===== config.mk =====
export PLATFORM = sky130hd
export DESIGN_NAME = motor_track_ctrl
export DESIGN_NICKNAME = d
export VERILOG_FILES = /design/src/rtl/motor_ctrl_pkg.sv /design/src/rtl/motor_ramp.sv /design/src/rtl/motor_track_ctrl.sv
export SDC_FILE = /design/constraint.sdc
export NUM_CORES = 1
export LEC_CHECK = 0
export ABC_AREA = 1
export ABC_CLOCK_PERIOD_IN_PS = 4300
export CAP_MARGIN = 20
export CORE_MARGIN = 4
export CORE_UTILIZATION = 50
export CTS_BUF_LIST = sky130_fd_sc_hd__clkbuf_4 sky130_fd_sc_hd__clkbuf_8
export CTS_CLUSTER_DIAMETER = 30
export DETAILED_ROUTE_END_ITERATION = 7
export DONT_BUFFER_PORTS = 1
export GPL_TIMING_DRIVEN = 0
export PLACE_DENSITY = 0.68
export SYNTH_ARGS = -nofsm -noshare
export SYNTH_HDL_FRONTEND = slang
export SYNTH_HIERARCHICAL = 1
export SYNTH_SLANG_ARGS = --single-unit

===== constraint.sdc =====
create_clock -name clk -period 4.3 [get_ports clk]
set_clock_uncertainty 0.1 [all_clocks]
set_input_delay 0.43 -clock clk [delete_from_list [all_inputs] [get_ports clk]]
set_output_delay 0.43 -clock clk [all_outputs]
set_load 0.01 [all_outputs]

===== src/rtl/motor_ctrl_pkg.sv =====
// Shared definitions for the motor tracking controller: FSM state encoding,
// default speed constants and a symmetric saturation helper.
package motor_ctrl_pkg;

  typedef enum logic [2:0] {
    ST_IDLE   = 3'd0,
    ST_STOP   = 3'd1,
    ST_TRACK  = 3'd2,
    ST_HOLD   = 3'd3,
    ST_SEARCH = 3'd4
  } state_t;

  localparam int DEF_VMAX       = 200;
  localparam int DEF_VSTEP      = 20;
  localparam int DEF_VREV       = 100;
  localparam int DEF_SEARCH_DPS = 80;
  localparam int DEF_RAMP_STEP  = 20;

  function automatic int sat_sym(input int v, input int lim);
    if (v > lim)       return lim;
    else if (v < -lim) return -lim;
    else               return v;
  endfunction

endpackage


===== src/rtl/motor_ramp.sv =====
// Per-side slew limiter: on each tick the output steps toward the target by at
// most RAMP_STEP; clear forces the output to zero on the next clock.
module motor_ramp import motor_ctrl_pkg::*; #(
  parameter int NB_DPS    = 16,
  parameter int RAMP_STEP = DEF_RAMP_STEP
) (
  input  logic                     clk,
  input  logic                     rst_n,
  input  logic                     clear,
  input  logic                     tick,
  input  logic signed [NB_DPS-1:0] target,
  output logic signed [NB_DPS-1:0] out
);

  logic signed [NB_DPS:0] diff;
  logic signed [NB_DPS:0] step;

  // One extra bit keeps target-out from wrapping across the full signed range.
  always_comb begin
    diff = (NB_DPS+1)'(target) - (NB_DPS+1)'(out);
    step = (NB_DPS+1)'(RAMP_STEP);
  end

  always_ff @(posedge clk) begin
    if (!rst_n || clear) begin
      out <= '0;
    end else if (tick) begin
      if (diff > step)       out <= out + NB_DPS'(RAMP_STEP);
      else if (diff < -step) out <= out - NB_DPS'(RAMP_STEP);
      else                   out <= target;
    end
  end

endmodule


===== src/rtl/motor_track_ctrl.sv =====
// Object-tracking motor controller: a frame-driven FSM chooses per-side speed
// targets from centroid and proximity, and two slew limiters drive the outputs.
module motor_track_ctrl import motor_ctrl_pkg::*; #(
  parameter int NB_DPS        = 16,
  parameter int NB_CENT       = 8,
  parameter int NB_PROX       = 3,
  parameter int VMAX          = DEF_VMAX,
  parameter int VSTEP         = DEF_VSTEP,
  parameter int VREV          = DEF_VREV,
  parameter int DEADBAND      = 16,
  parameter int K_SHIFT       = 1,
  parameter int RAMP_STEP     = DEF_RAMP_STEP,
  parameter int HOLD_FRAMES   = 4,
  parameter int SEARCH_FRAMES = 60,
  parameter int SEARCH_DPS    = DEF_SEARCH_DPS
) (
  input  logic                      clk,
  input  logic                      rst_n,
  input  logic                      enable,
  input  logic [NB_CENT-1:0]        centroid,
  input  logic                      new_centroid,
  input  logic [NB_PROX-1:0]        proximity,
  input  logic                      search_en,
  input  logic                      tick,
  output logic signed [NB_DPS-1:0]  motor_dps_left_o,
  output logic signed [NB_DPS-1:0]  motor_dps_rght_o,
  output logic [2:0]                state_o
);

  localparam int DPS_LIM  = 2**(NB_DPS-1) - 1;
  localparam int CENTRE   = 2**(NB_CENT-1);
  localparam int PROX_TOP = 2**NB_PROX - 1;
  localparam int LW       = (HOLD_FRAMES   < 1) ? 1 : $clog2(HOLD_FRAMES + 1);
  localparam int SW       = (SEARCH_FRAMES < 1) ? 1 : $clog2(SEARCH_FRAMES + 1);
  localparam int LMAX     = 2**LW - 1;
  localparam int SMAX     = 2**SW - 1;

  state_t                   state;
  logic [NB_CENT-1:0]       last_cent;
  logic [LW-1:0]            lost_cnt;
  logic [SW-1:0]            search_cnt;
  logic signed [NB_DPS-1:0] tgt_l, tgt_r;

  logic frame_valid, frame_lost;
  int   vel, vabs, err, aerr, adj, slow_mag, slow;
  int   track_l, track_r, lost_inc, search_inc;

  always_comb begin
    frame_valid = new_centroid && (centroid != '0);
    frame_lost  = new_centroid && (centroid == '0);

    vel = (int'(proximity) == PROX_TOP) ? -VREV : VMAX - int'(proximity) * VSTEP;
    vel = sat_sym(vel, DPS_LIM);
    vabs = (vel < 0) ? -vel : vel;

    err  = int'(last_cent) - CENTRE;
    aerr = (err < 0) ? -err : err;
    adj  = aerr >> K_SHIFT;
    slow_mag = (vabs > adj) ? vabs - adj : 0;
    slow = (vel < 0) ? -slow_mag : slow_mag;

    // Slowing the left side steers left; in reverse the steering sense flips.
    if (aerr < DEADBAND) begin
      track_l = vel;
      track_r = vel;
    end else if ((err < 0) == (vel >= 0)) begin
      track_l = slow;
      track_r = vel;
    end else begin
      track_l = vel;
      track_r = slow;
    end

    lost_inc   = int'(lost_cnt) + 1;
    search_inc = int'(search_cnt) + 1;
  end

  always_ff @(posedge clk) begin
    if (!rst_n) begin
      state      <= ST_IDLE;
      last_cent  <= NB_CENT'(CENTRE);
      lost_cnt   <= '0;
      search_cnt <= '0;
      tgt_l      <= '0;
      tgt_r      <= '0;
    end else if (!enable) begin
      state      <= ST_IDLE;
      lost_cnt   <= '0;
      search_cnt <= '0;
      tgt_l      <= '0;
      tgt_r      <= '0;
    end else begin
      if (frame_valid) last_cent <= centroid;

      case (state)
        ST_TRACK: begin
          tgt_l <= NB_DPS'(track_l);
          tgt_r <= NB_DPS'(track_r);
        end
        ST_HOLD: ;
        ST_SEARCH: begin
          if (int'(last_cent) < CENTRE) begin
            tgt_l <= NB_DPS'(-SEARCH_DPS);
            tgt_r <= NB_DPS'(SEARCH_DPS);
          end else begin
            tgt_l <= NB_DPS'(SEARCH_DPS);
            tgt_r <= NB_DPS'(-SEARCH_DPS);
          end
        end
        default: begin
          tgt_l <= '0;
          tgt_r <= '0;
        end
      endcase

      case (state)
        ST_IDLE: state <= ST_STOP;
        ST_STOP: begin
          if (frame_valid) begin
            state      <= ST_TRACK;
            lost_cnt   <= '0;
            search_cnt <= '0;
          end
        end
        ST_TRACK: begin
          if (frame_lost) begin
            state    <= ST_HOLD;
            lost_cnt <= LW'(1);
          end
        end
        ST_HOLD: begin
          if (frame_valid) begin
            state      <= ST_TRACK;
            lost_cnt   <= '0;
            search_cnt <= '0;
          end else if (frame_lost) begin
            lost_cnt <= LW'((lost_inc > LMAX) ? LMAX : lost_inc);
            if (lost_inc >= HOLD_FRAMES) begin
              state      <= search_en ? ST_SEARCH : ST_STOP;
              search_cnt <= '0;
            end
          end
        end
        ST_SEARCH: begin
          if (frame_valid) begin
            state      <= ST_TRACK;
            lost_cnt   <= '0;
            search_cnt <= '0;
          end else if (!search_en) begin
            state      <= ST_STOP;
            lost_cnt   <= '0;
            search_cnt <= '0;
          end else if (frame_lost) begin
            if (search_inc >= SEARCH_FRAMES) begin
              state      <= ST_STOP;
              lost_cnt   <= '0;
              search_cnt <= '0;
            end else begin
              search_cnt <= SW'((search_inc > SMAX) ? SMAX : search_inc);
            end
          end
        end
        default: state <= ST_IDLE;
      endcase
    end
  end

  assign state_o = state;

  motor_ramp #(.NB_DPS(NB_DPS), .RAMP_STEP(RAMP_STEP)) u_ramp_left (
    .clk    (clk),
    .rst_n  (rst_n),
    .clear  (!enable),
    .tick   (tick),
    .target (tgt_l),
    .out    (motor_dps_left_o)
  );

  motor_ramp #(.NB_DPS(NB_DPS), .RAMP_STEP(RAMP_STEP)) u_ramp_rght (
    .clk    (clk),
    .rst_n  (rst_n),
    .clear  (!enable),
    .tick   (tick),
    .target (tgt_r),
    .out    (motor_dps_rght_o)
  );

endmodule


==> impl_metrics.csv <==
group,metric,value,unit
run_status,status,"complete, no violations",
grt,grtUsageTotal,0.2435,
floorplanning,die-height,150.2,um
setup_path,cpPeakStageDelay,370,ps
timing,slew_headroom,0.5466,
clock_network,cts_made_buffers,9,
grt,grt.overflow.total,0,
setup_path,required,4510,ps
clock_network,cts.path.max_buffers,2,
setup_path,crit_top_cell,"nand2_1",
floorplanning,die_x,150.2,um
layout,drive_gt1_frac,0.08381,
timing,worstMarginPinSlew,677.6,ps
timing,max_freq,249.9,MHz
setup_path,reg2reg_from,"last_cent[1]",
clock_network,cts_root_buffer,"clkbuf_8",
setup_path,regToRegEndpoint,"tgt_r[6]",
layout,syn_to_final_growth,7.800,%
floorplanning,core,0.01965,mm^2
setup_path,path_buf_inv,4,
synth,yosys-top-cells-count,"nand2_1 (445), inv_1 (257), nand3_1 (157)",
detailed_routing,routed_via_density,5.233,
min_path,min_to,"last_cent[7]",
setup_path,crit_type,"in2reg",
clock_network,clkTransAtPathRegs,90,ps
synth,synth_seq_cells,84,
placed_design,place_congestion,0.9123,
synth,syn_inst,1707,
pwr,powerDensity,349.4,mW/mm^2
placed_design,dp.cells,2009,
placed_design,io_buffers,0,
layout,register_area,0.001682,mm^2
synth,seq_area_frac_synth,0.1664,
setup_path,endpoint_kind,"register",
synth,yosysMostFrequentCell,"nand2_1",
layout,fin_cells,2031,
setup_path,critPathArrivalTime,4220,ps
synth,synth.area.top_cells,"dfxtp_1 (17%), nand2_1 (17%), inv_1 (9.5%)",
detailed_routing,drcViolationCount,0,
layout,diodes,0,
clock_network,cts_tree,"built",
grt,grt_max_degree,16,
setup_path,crit_family,"simple AND/OR/NAND/NOR gates",
detailed_routing,ant_nets,0,
detailed_routing,wl,27.47,mm
layout,multi_input_area,0.007378,mm^2
timing,setup_viol,0,
timing,fin_tns_setup,0,ps
setup_path,reg2regPathDepth,27,
min_path,hold_path_depth,1,
pwr,vdd_drop_max,147.9,uV
layout,finalNetCount,1854,
synth,ys.warnings.count,6,
layout,fill_cells,2122,
setup_path,crit_path_top_delay_cell,"ha_1",
timing,fin_crit_sh,0.9307,
synth,ys_types,50,
synth,syn_area_per_cell,5.920,um^2
min_path,worstHoldStart,"rst_n",
grt,grt_pass1_wl,45.18,mm
timing,fin_hold_ws,62.42,ps
detailed_routing,drt_iter0_markers,629,
layout,final_area,0.01089,mm^2
placed_design,place_area,0.01058,mm^2
detailed_routing,wl_per_cell,13.52,um
grt,first_global_vias,9527,
clock_network,cts_hold_buffers,0,
detailed_routing,drt_pass1_iterations,5,
pwr,p_leak,5.453,nW
timing,maxSlewViolCount,0,
floorplanning,pin_count,52,
setup_path,startpoint,"proximity[0]",
floorplanning,die_area,0.02255,mm^2
flow_run,maxCapViolations,0,
synth,yosysTopAreaCellShare,0.1664,
timing,hold_viol_final,0,
clock_network,insertion_delay,380,ps
synth,synthesis.area,0.01010,mm^2
timing,fin_crit,4002,ps
setup_path,regToRegSetupSlack,480,ps
floorplanning,num_rows,51,
grt,antenna_found_initial,0,
setup_path,cp_max_fo,10,
floorplanning,initial_core_util,0.5141,
min_path,hold_class,"in2reg",
detailed_routing,route.vias.total,10630,
pwr,total_power,3.806,mW
synth,synth_edf_count,0,
placed_design,hpwlAfterDp,22.35,mm
synth,synth_top_flop_cell,"dfxtp_1",
synth,synth_top_area_cell,"dfxtp_1",
clock_network,htree_levels,3,
clock_network,numClockSinks,84,
synth,async_flop_share,0,
setup_path,start_kind,"input pin",
-- cell usage in the layout (no fill, tap or decap), drive strengths merged, types with 14 or more instances in the layout --
master,Yosys,layout
conb,2,39
nand3,174,174
dfxtp,84,84
o21ai,124,124
nand2,479,479
ha,73,73
nor3,14,14
xor2,59,59
buf,14,21
clkbuf,25,33
inv,273,275
nor2,158,158
nand4,25,25
a21oi,135,135
-- layer usage --
layer	global-route usage	part of all wire	vias to the layer above
met5	0	0	-
met4	0.03797	0.0098	0
met3	0.04576	0.068	22
met2	0.4035	0.46	272
met1	0.3364	0.47	4768
li1	-	-	5567
-- final cells by class --
class / count / area share
plain buffers: 39 / 0.01964
clock buffers: 9 / 0.01137
clock inverters: 7 / 0.006777
inverters: 277 / 0.09591
multi-input cells: 1344 / 0.6774
flip-flops and latches: 84 / 0.1544
well taps: 265 / 0.03044
repair buffers: 6 / 0.004135
-- how the worst max path moves through the flow --
| stage | endpoint | cells past startpoint |
|---|---|---|
| after floorplan | tgt_l[6] | 29 |
| after global placement | tgt_r[6] | 29 |
| after detailed placement | tgt_r[6] | 29 |
| after CTS | tgt_r[6] | 29 |
| after global routing | tgt_r[6] | 29 |
| final | tgt_r[6] | 29 |
-- where the power goes --
part           switching (mW)  total [mW]  internal, mW
Sequential             0.0788       0.896         0.817
Combinational            1.50        2.32         0.823
Clock                   0.318       0.589         0.272
Total                    1.89        3.81          1.91
-- through the flow --
step,setup WS (ps),util
floorplan,168.4,-
global placement,-464.5,0.5381
detailed placement,-523.1,0.5381
CTS,15.06,0.5485
global route,-1.297,0.5542
finish,298.0,0.5542
-- flip-flops by register name (all words and copies together), names as in the netlist --
register         count
state_o              3
tgt_l               16
last_cent            8
lost_cnt             3
search_cnt           6
u_ramp_rght/out     16
tgt_r               16
u_ramp_left/out     16
-- logic make-up (layout without fill, tap and decap cells) --
logic type / Yosys count / count (layout) / share of synthesized area
AO/OA/AOI/OAI: 281 / 281 / 0.1523
buffers and inverters: 316 / 338 / 0.1235
other: 2 / 39 / 0.0007432
AND/OR/NAND/NOR: 876 / 876 / 0.3946
adder cells (fa/ha/maj): 76 / 76 / 0.09634
XOR/XNOR: 72 / 72 / 0.06612
flip-flops: 84 / 84 / 0.1664
-- timing repair --
item                                    in CTS  in global routing
gates resized for setup                      2                 19
setup buffers                                0                  6
endpoints found under the setup margin       7                 16
pin swaps                                    0                  5
Note: power is estimated with default switching activity, not from simulation.
